**src/rtl/aes_frame_ctrl_if.sv**
```systemverilog
// Bundle of the frame sequencer's data and handshake signals.
// slave = sequencer side, master = UART/core/output-stage side.
interface aes_frame_ctrl_if;
    logic [7:0]   rx_byte_in;
    logic         rx_dv_in;
    logic [127:0] key_out;
    logic [127:0] text_out;
    logic         core_start_out;
    logic         core_done_in;
    logic [127:0] core_result_in;
    logic [31:0]  word_out;
    logic         word_dv_out;
    logic         out_done_in;
    logic         busy_out;
    logic         err_timeout_out;

    modport slave (
        input  rx_byte_in,
        input  rx_dv_in,
        output key_out,
        output text_out,
        output core_start_out,
        input  core_done_in,
        input  core_result_in,
        output word_out,
        output word_dv_out,
        input  out_done_in,
        output busy_out,
        output err_timeout_out
    );

    modport master (
        output rx_byte_in,
        output rx_dv_in,
        input  key_out,
        input  text_out,
        input  core_start_out,
        output core_done_in,
        output core_result_in,
        input  word_out,
        input  word_dv_out,
        output out_done_in,
        input  busy_out,
        input  err_timeout_out
    );
endinterface

```
**src/rtl/aes_frame_ctrl.sv**
```systemverilog
// AES-128 UART frame sequencer: gathers key+text bytes, runs the core,
// and hands the 128-bit result to the output stage as four 32-bit words.
module aes_frame_ctrl #(
    parameter int TIMEOUT_CYCLES = 4096,
    parameter int WORD_GAP       = 2
) (
    input logic             clk,
    input logic             rst_n,
    aes_frame_ctrl_if.slave bus
);

    localparam int TW = $clog2(TIMEOUT_CYCLES);
    localparam int GW = (WORD_GAP > 0) ? $clog2(WORD_GAP + 1) : 1;
    localparam logic [TW-1:0] TO_LAST  = TW'(TIMEOUT_CYCLES - 1);
    localparam logic [GW-1:0] GAP_LAST = GW'(WORD_GAP);

    typedef enum logic [2:0] {
        IDLE,
        LOAD_KEY,
        LOAD_TEXT,
        START,
        WAIT_CORE,
        PUSH,
        WAIT_OUT,
        ERROR
    } state_t;

    state_t        state_q;
    state_t        state_d;
    logic [3:0]    byte_cnt_q;
    logic [3:0]    byte_cnt_d;
    logic [1:0]    word_cnt_q;
    logic [1:0]    word_cnt_d;
    logic [GW-1:0] gap_cnt_q;
    logic [GW-1:0] gap_cnt_d;
    logic [TW-1:0] to_cnt_q;
    logic [TW-1:0] to_cnt_d;
    logic          err_q;
    logic          err_d;
    logic          start_q;
    logic [127:0]  key_q;
    logic [127:0]  text_q;
    logic [127:0]  res_q;
    logic          key_we;
    logic          text_we;
    logic          res_we;
    logic          push;

    // Next-state, counter updates and register write enables.
    always_comb begin
        state_d    = state_q;
        byte_cnt_d = byte_cnt_q;
        word_cnt_d = word_cnt_q;
        gap_cnt_d  = gap_cnt_q;
        to_cnt_d   = to_cnt_q;
        err_d      = err_q;
        key_we     = 1'b0;
        text_we    = 1'b0;
        res_we     = 1'b0;
        push       = 1'b0;
        unique case (state_q)
            IDLE, ERROR: begin
                // byte_cnt is always 0 here, so byte 0 lands in [127:120]
                if (bus.rx_dv_in) begin
                    key_we     = 1'b1;
                    err_d      = 1'b0;
                    byte_cnt_d = 4'd1;
                    state_d    = LOAD_KEY;
                end
            end
            LOAD_KEY: begin
                if (bus.rx_dv_in) begin
                    key_we     = 1'b1;
                    byte_cnt_d = byte_cnt_q + 4'd1;
                    if (byte_cnt_q == 4'd15) begin
                        state_d = LOAD_TEXT;
                    end
                end
            end
            LOAD_TEXT: begin
                if (bus.rx_dv_in) begin
                    text_we    = 1'b1;
                    byte_cnt_d = byte_cnt_q + 4'd1;
                    if (byte_cnt_q == 4'd15) begin
                        state_d = START;
                    end
                end
            end
            START: begin
                to_cnt_d = '0;
                state_d  = WAIT_CORE;
            end
            WAIT_CORE: begin
                // done is tested first so it wins over a same-cycle expiry
                if (bus.core_done_in) begin
                    res_we     = 1'b1;
                    word_cnt_d = 2'd0;
                    gap_cnt_d  = '0;
                    state_d    = PUSH;
                end else if (to_cnt_q == TO_LAST) begin
                    err_d   = 1'b1;
                    state_d = ERROR;
                end else begin
                    to_cnt_d = to_cnt_q + TW'(1);
                end
            end
            PUSH: begin
                // gap phase 0 emits a word, phases 1..WORD_GAP stay idle
                push = (gap_cnt_q == '0);
                if (push && word_cnt_q == 2'd3) begin
                    gap_cnt_d = '0;
                    state_d   = WAIT_OUT;
                end else if (gap_cnt_q == GAP_LAST) begin
                    gap_cnt_d  = '0;
                    word_cnt_d = word_cnt_q + 2'd1;
                end else begin
                    gap_cnt_d = gap_cnt_q + GW'(1);
                end
            end
            WAIT_OUT: begin
                if (bus.out_done_in) begin
                    state_d = IDLE;
                end
            end
            default: begin
                state_d = IDLE;
            end
        endcase
    end

    // State, counters, flags and the key/text/result registers.
    always_ff @(posedge clk or negedge rst_n) begin
        if (!rst_n) begin
            state_q    <= IDLE;
            byte_cnt_q <= '0;
            word_cnt_q <= '0;
            gap_cnt_q  <= '0;
            to_cnt_q   <= '0;
            err_q      <= 1'b0;
            start_q    <= 1'b0;
            key_q      <= '0;
            text_q     <= '0;
            res_q      <= '0;
        end else begin
            state_q    <= state_d;
            byte_cnt_q <= byte_cnt_d;
            word_cnt_q <= word_cnt_d;
            gap_cnt_q  <= gap_cnt_d;
            to_cnt_q   <= to_cnt_d;
            err_q      <= err_d;
            start_q    <= (state_q == START);
            if (key_we) begin
                key_q[{~byte_cnt_q, 3'b000} +: 8] <= bus.rx_byte_in;
            end
            if (text_we) begin
                text_q[{~byte_cnt_q, 3'b000} +: 8] <= bus.rx_byte_in;
            end
            if (res_we) begin
                res_q <= bus.core_result_in;
            end
        end
    end

    assign bus.key_out         = key_q;
    assign bus.text_out        = text_q;
    assign bus.core_start_out  = start_q;
    assign bus.word_dv_out     = push;
    assign bus.word_out        = push ? res_q[{~word_cnt_q, 5'b00000} +: 32] : 32'd0;
    assign bus.busy_out        = (state_q != IDLE) && (state_q != ERROR);
    assign bus.err_timeout_out = err_q;

endmodule

```
**src/flat_wrapper.sv**
```systemverilog
// flat-port wrapper written by rule: the top's interface ports become plain ports
module aes_frame_ctrl_flat 
#(
    parameter int TIMEOUT_CYCLES = 4096,
    parameter int WORD_GAP       = 2
)
  (clk, rst_n, bus_rx_byte_in, bus_rx_dv_in, bus_key_out, bus_text_out, bus_core_start_out, bus_core_done_in, bus_core_result_in, bus_word_out, bus_word_dv_out, bus_out_done_in, bus_busy_out, bus_err_timeout_out);
  aes_frame_ctrl_if bus_i ();
  input logic clk;
  input logic rst_n;
  input wire logic [$bits(bus_i.rx_byte_in)-1:0] bus_rx_byte_in;
  input wire logic [$bits(bus_i.rx_dv_in)-1:0] bus_rx_dv_in;
  output wire logic [$bits(bus_i.key_out)-1:0] bus_key_out;
  output wire logic [$bits(bus_i.text_out)-1:0] bus_text_out;
  output wire logic [$bits(bus_i.core_start_out)-1:0] bus_core_start_out;
  input wire logic [$bits(bus_i.core_done_in)-1:0] bus_core_done_in;
  input wire logic [$bits(bus_i.core_result_in)-1:0] bus_core_result_in;
  output wire logic [$bits(bus_i.word_out)-1:0] bus_word_out;
  output wire logic [$bits(bus_i.word_dv_out)-1:0] bus_word_dv_out;
  input wire logic [$bits(bus_i.out_done_in)-1:0] bus_out_done_in;
  output wire logic [$bits(bus_i.busy_out)-1:0] bus_busy_out;
  output wire logic [$bits(bus_i.err_timeout_out)-1:0] bus_err_timeout_out;
  assign bus_i.rx_byte_in = bus_rx_byte_in;
  assign bus_i.rx_dv_in = bus_rx_dv_in;
  assign bus_key_out = bus_i.key_out;
  assign bus_text_out = bus_i.text_out;
  assign bus_core_start_out = bus_i.core_start_out;
  assign bus_i.core_done_in = bus_core_done_in;
  assign bus_i.core_result_in = bus_core_result_in;
  assign bus_word_out = bus_i.word_out;
  assign bus_word_dv_out = bus_i.word_dv_out;
  assign bus_i.out_done_in = bus_out_done_in;
  assign bus_busy_out = bus_i.busy_out;
  assign bus_err_timeout_out = bus_i.err_timeout_out;
  aes_frame_ctrl #(.TIMEOUT_CYCLES(TIMEOUT_CYCLES), .WORD_GAP(WORD_GAP)) u_core (.clk(clk), .rst_n(rst_n), .bus(bus_i));
endmodule
```
**config.mk**
```make
export PLATFORM = sky130hd
export DESIGN_NAME = aes_frame_ctrl_flat
export DESIGN_NICKNAME = d
export VERILOG_FILES = /design/src/rtl/aes_frame_ctrl_if.sv /design/src/rtl/aes_frame_ctrl.sv /design/src/flat_wrapper.sv
export SDC_FILE = /design/constraint.sdc
export NUM_CORES = 1
export LEC_CHECK = 0
export CAP_MARGIN = 15
export CORE_ASPECT_RATIO = 1.75
export CORE_MARGIN = 1
export CORE_UTILIZATION = 30
export CTS_BUF_LIST = sky130_fd_sc_hd__clkbuf_2 sky130_fd_sc_hd__clkbuf_4 sky130_fd_sc_hd__clkbuf_8
export CTS_CLUSTER_SIZE = 28
export DETAILED_ROUTE_END_ITERATION = 10
export SETUP_SLACK_MARGIN = 0.2
export SYNTH_ARGS = -nofsm -noshare
export SYNTH_HDL_FRONTEND = slang
export SYNTH_SLANG_ARGS = --single-unit
```
**constraint.sdc**
```tcl
create_clock -name clk -period 3.06 [get_ports clk]
set_input_delay 0.612 -clock clk [delete_from_list [all_inputs] [get_ports clk]]
set_output_delay 0.612 -clock clk [all_outputs]
set_load 0.05 [all_outputs]
```
==> results.py <==
metrics = {
    "global_routing": {
        "grt_max_degree": 80,
        "antenna_found_initial": 2,
        "grt_pass1_vias": 12940,
        "grt_usage_pct": 18.5,
        "grt_pass1_wl_um": 82200,
        "grt_overflow_total": 0,
    },
    "timing": {
        "hold_violations": 0,
        "worst_pin_slew_ns": 0.903,
        "rsz0062_at_grt": "yes",
        "max_freq_mhz": 350,
        "skew_ns": 0.0409,
        "setup_tns_ns": 0,
        "setup_viol": 0,
        "period_minus_slack_ns": 2.85,
        "period_share_pct": 93.3,
        "max_slew_margin_pct": 39.3,
        "slew_violations": 0,
    },
    "drt": {
        "initialDrtViolationCount": 401,
        "drt-pass1-iter-count": 6,
        "via_per_inst": 4.73,
        "drc_errors": 0,
        "vias": 11764,
        "wirelength_um": 54400,
        "antenna_left": 0,
        "wire_per_inst_um": 21.9,
    },
    "die": {
        "dieArea_sq_um": 59400,
        "die_x_um": 185,
        "start_util_pct": 30.5,
        "rows": 116,
        "ios": 433,
        "coreArea_sq_um": 57500,
        "die_y_um": 322,
    },
    "cts": {
        "cts_buffers": 61,
        "clock_tree.root_cell": "clkbuf_8",
        "clockBufferDepth": 3,
        "path_clk_slew_ns": 0.07,
        "htree_levels": 2,
        "cts_tree": "done",
        "cts.sinks": 409,
        "worstSkewPairLatency_ns": 0.68,
    },
    "worst_setup_path": {
        "critPathCaptureType": "output port",
        "crit_type": "register to output port",
        "r2r_setup_slack_ns": 0.37,
        "arrival_ns": 2.24,
        "cp.required_ns": 2.45,
        "path_max_fanout": 5,
        "r2r-end": "u_core.bus.key_out[77]$_DFFE_PN0P_",
        "r2r_cells": 5,
        "reg2reg_from": "u_core.byte_cnt_q[1]$_DFFE_PN0P_",
        "crit_path_start_kind": "register",
    },
    "place": {
        "gp_congestion": 0.867,
        "io_buffer_count": 432,
        "place_hpwl_um": 39800,
    },
    "logic_synthesis": {
        "yosysMostFrequentCell": "dfrtp_1",
        "synth_flop_cell": "dfrtp_1",
        "netlist_area_sq_um": 17500,
        "yosys_warnings": 0,
        "avgSynthCellArea_sq_um": 14.9,
        "synth_top_area_cell": "dfrtp_1",
        "synth_seq_cells": 409,
        "synth_edf_count": 0,
        "yosysTopAreaCellShare_pct": 58.4,
        "syn_nets": 1325,
        "ys_seq_area_share_pct": 58.4,
        "async_reset_ff_share_pct": 100,
        "synthCells": 1179,
        "ys_top_cells_by_area": "dfrtp_1, mux2_2, mux4_2",
        "synthTopCellsByCount": "dfrtp_1, mux2_2, nor2b_1",
        "yosysUniqueCellTypes": 71,
    },
    "pwr": {
        "vdd_drop_max_mv": 0.435,
        "leakagePower_nw": 11.1,
        "powerDensity_nw_per_um2": 913,
    },
    "cells_and_area": {
        "n_fill_cell": 5314,
        "nets": 1819,
        "utilization_pct": 43.8,
        "area_delta_synth_final_pct": 43.9,
        "drive_gt1_share_pct": 40.5,
    },
    "run_status": {
        "status": "finished, final reports clean",
    },
    "min_path": {
        "worstHoldPathType": "input pin to asynchronous set/reset pin",
    },
    "run": {
        "cap_viol_max_count": 0,
    },
}
[power breakdown]
group	switching [mW]	internal (mW)	total, mW
Clock	2.23	2.81	5.04
Combinational	5.46	4.59	10.0
Sequential	0.949	6.96	7.91
Total	8.63	14.4	23.0
[worst max-delay path, stage by stage, from the launching register on]
cell	delay (ns)
dfrtp_2	0.44
buf_12	0.15
buf_16	0.15
mux4_2	0.49
nor2b_2	0.18
buf_12	0.15
[cells in the final DEF, fill, tap and decap left out, types with 3 or more instances in the layout]
cell type        synthesis  routed
dfrtp_1                409     408
clkdlybuf4s50_1          0     397
mux2_2                 377     377
clkbuf_8                 0      82
buf_12                   0      44
buf_4                    2      44
and2_1                  36      36
nor2_1                  33      33
mux4_2                  32      32
nand2_1                 29      28
nor2b_4                  0      27
nand3_1                 14      14
clkbuf_4                 0      14
inv_1                   11      11
a21oi_1                 11      11
nor3_1                   8       8
nor2_2                   8       8
mux2_4                   8       8
o21ai_0                  8       8
nor2b_2                  0       5
nor2b_1                 37       5
a21o_1                   5       5
ha_1                     5       5
a21oi_2                  6       4
nor3_2                   4       4
buf_16                   0       4
nand3b_1                 3       3
or2_2                    2       3
nor4_4                   3       3
o211ai_1                 3       3
nand4_1                  3       3
a211o_1                  3       3
a31oi_1                  3       3
clkinv_2                 0       3
bufinv_16                0       3
[kinds of logic (layout without fill, tap and decap cells)]
| logic type | after synthesis | after routing | synth area share [%] |
|---|---|---|---|
| multiplexers | 419 | 419 | 29.2 |
| flip-flops | 409 | 409 | 58.4 |
| AND/OR/NAND/NOR | 207 | 207 | 7.17 |
| buffers and inverters | 73 | 610 | 1.87 |
| AO/OA/AOI/OAI | 65 | 65 | 2.96 |
| adder cells (fa/ha/maj) | 5 | 5 | 0.357 |
| XOR/XNOR | 1 | 1 | 0.0500 |
| other | 0 | 2 | 0 |
[worst max-delay path by stage]
stage | startpoint | depth (start not counted) | slack [ns] | end
floorplan | u_core.state_q[1]$_DFFE_PN0P_ | 6 | 0.33 | bus_word_out[10]
global placement | bus_rx_dv_in | 5 | 0.32 | u_core.bus.text_out[117]$_DFFE_PN0P_
detailed placement | u_core.byte_cnt_q[1]$_DFFE_PN0P_ | 5 | 0.30 | u_core.bus.text_out[87]$_DFFE_PN0P_
CTS | u_core.word_cnt_q[0]$_DFFE_PN0P_ | 5 | 0.12 | bus_word_out[28]
global route | u_core.state_q[1]$_DFFE_PN0P_ | 5 | 0.1 | bus_word_out[28]
finish | u_core.word_cnt_q[0]$_DFFE_PN0P_ | 5 | 0.21 | bus_word_out[21]
[cell type report]
cell class                      count  area [sq um]  share of cell area, %
Clock inverter                     10           161                  0.641
Tap cell                          767           960                   3.81
Multi-Input combinational cell    697          7200                   28.6
Timing Repair Buffer              493          5360                   21.3
Sequential cell                   409         10200                   40.6
Antenna cell                        2          5.00                 0.0199
Inverter                           11          41.3                  0.164
Clock buffer                       96          1230                   4.90
[repair_timing]
item	in CTS	in global routing
endpoints found under the setup margin	33	79
setup buffers	3	3
endpoints found under the hold margin	71	0
cloned	5	0
pin swaps	0	2
resized for setup	52	20
hold buffers	1	0
[metal layers]
layer | part of all wire [%] | GRT usage [%]
met5 | 0 | 0
met4 | 2.7 | 5.88
met3 | 8.2 | 5.72
met2 | 53 | 34.1
met1 | 37 | 19.8
[registers in the layout (all words and copies together) (netlist names)]
register                    flops
u_core.bus.core_start_out       1
u_core.gap_cnt_q                2
u_core.byte_cnt_q               4
u_core.bus.key_out            128
u_core.word_cnt_q               2
u_core.state_q                  3
u_core.bus.err_timeout_out      1
u_core.bus.text_out           128
u_core.res_q                  128
u_core.to_cnt_q                12
[metrics by stage]
step | hold WS, ns | worst slack [ns] | instances | area (sq um) | power, mW
5_1_grt | 0.513 | 0.0982 | 2484 | 25200 | 24.1
3_5_place_dp | 0.488 | 0.296 | 2365 | 23300 | 17.4
3_3_place_gp | 0.481 | 0.325 | 2365 | 23300 | 17.2
2_1_floorplan | 0.316 | 0.325 | 1179 | 17500 | 13.9
4_1_cts | 0.471 | 0.117 | 2480 | 25100 | 23.2
6_report | 0.491 | 0.206 | 2485 | 25200 | 23.0
Power figures use the tool's default switching activity.
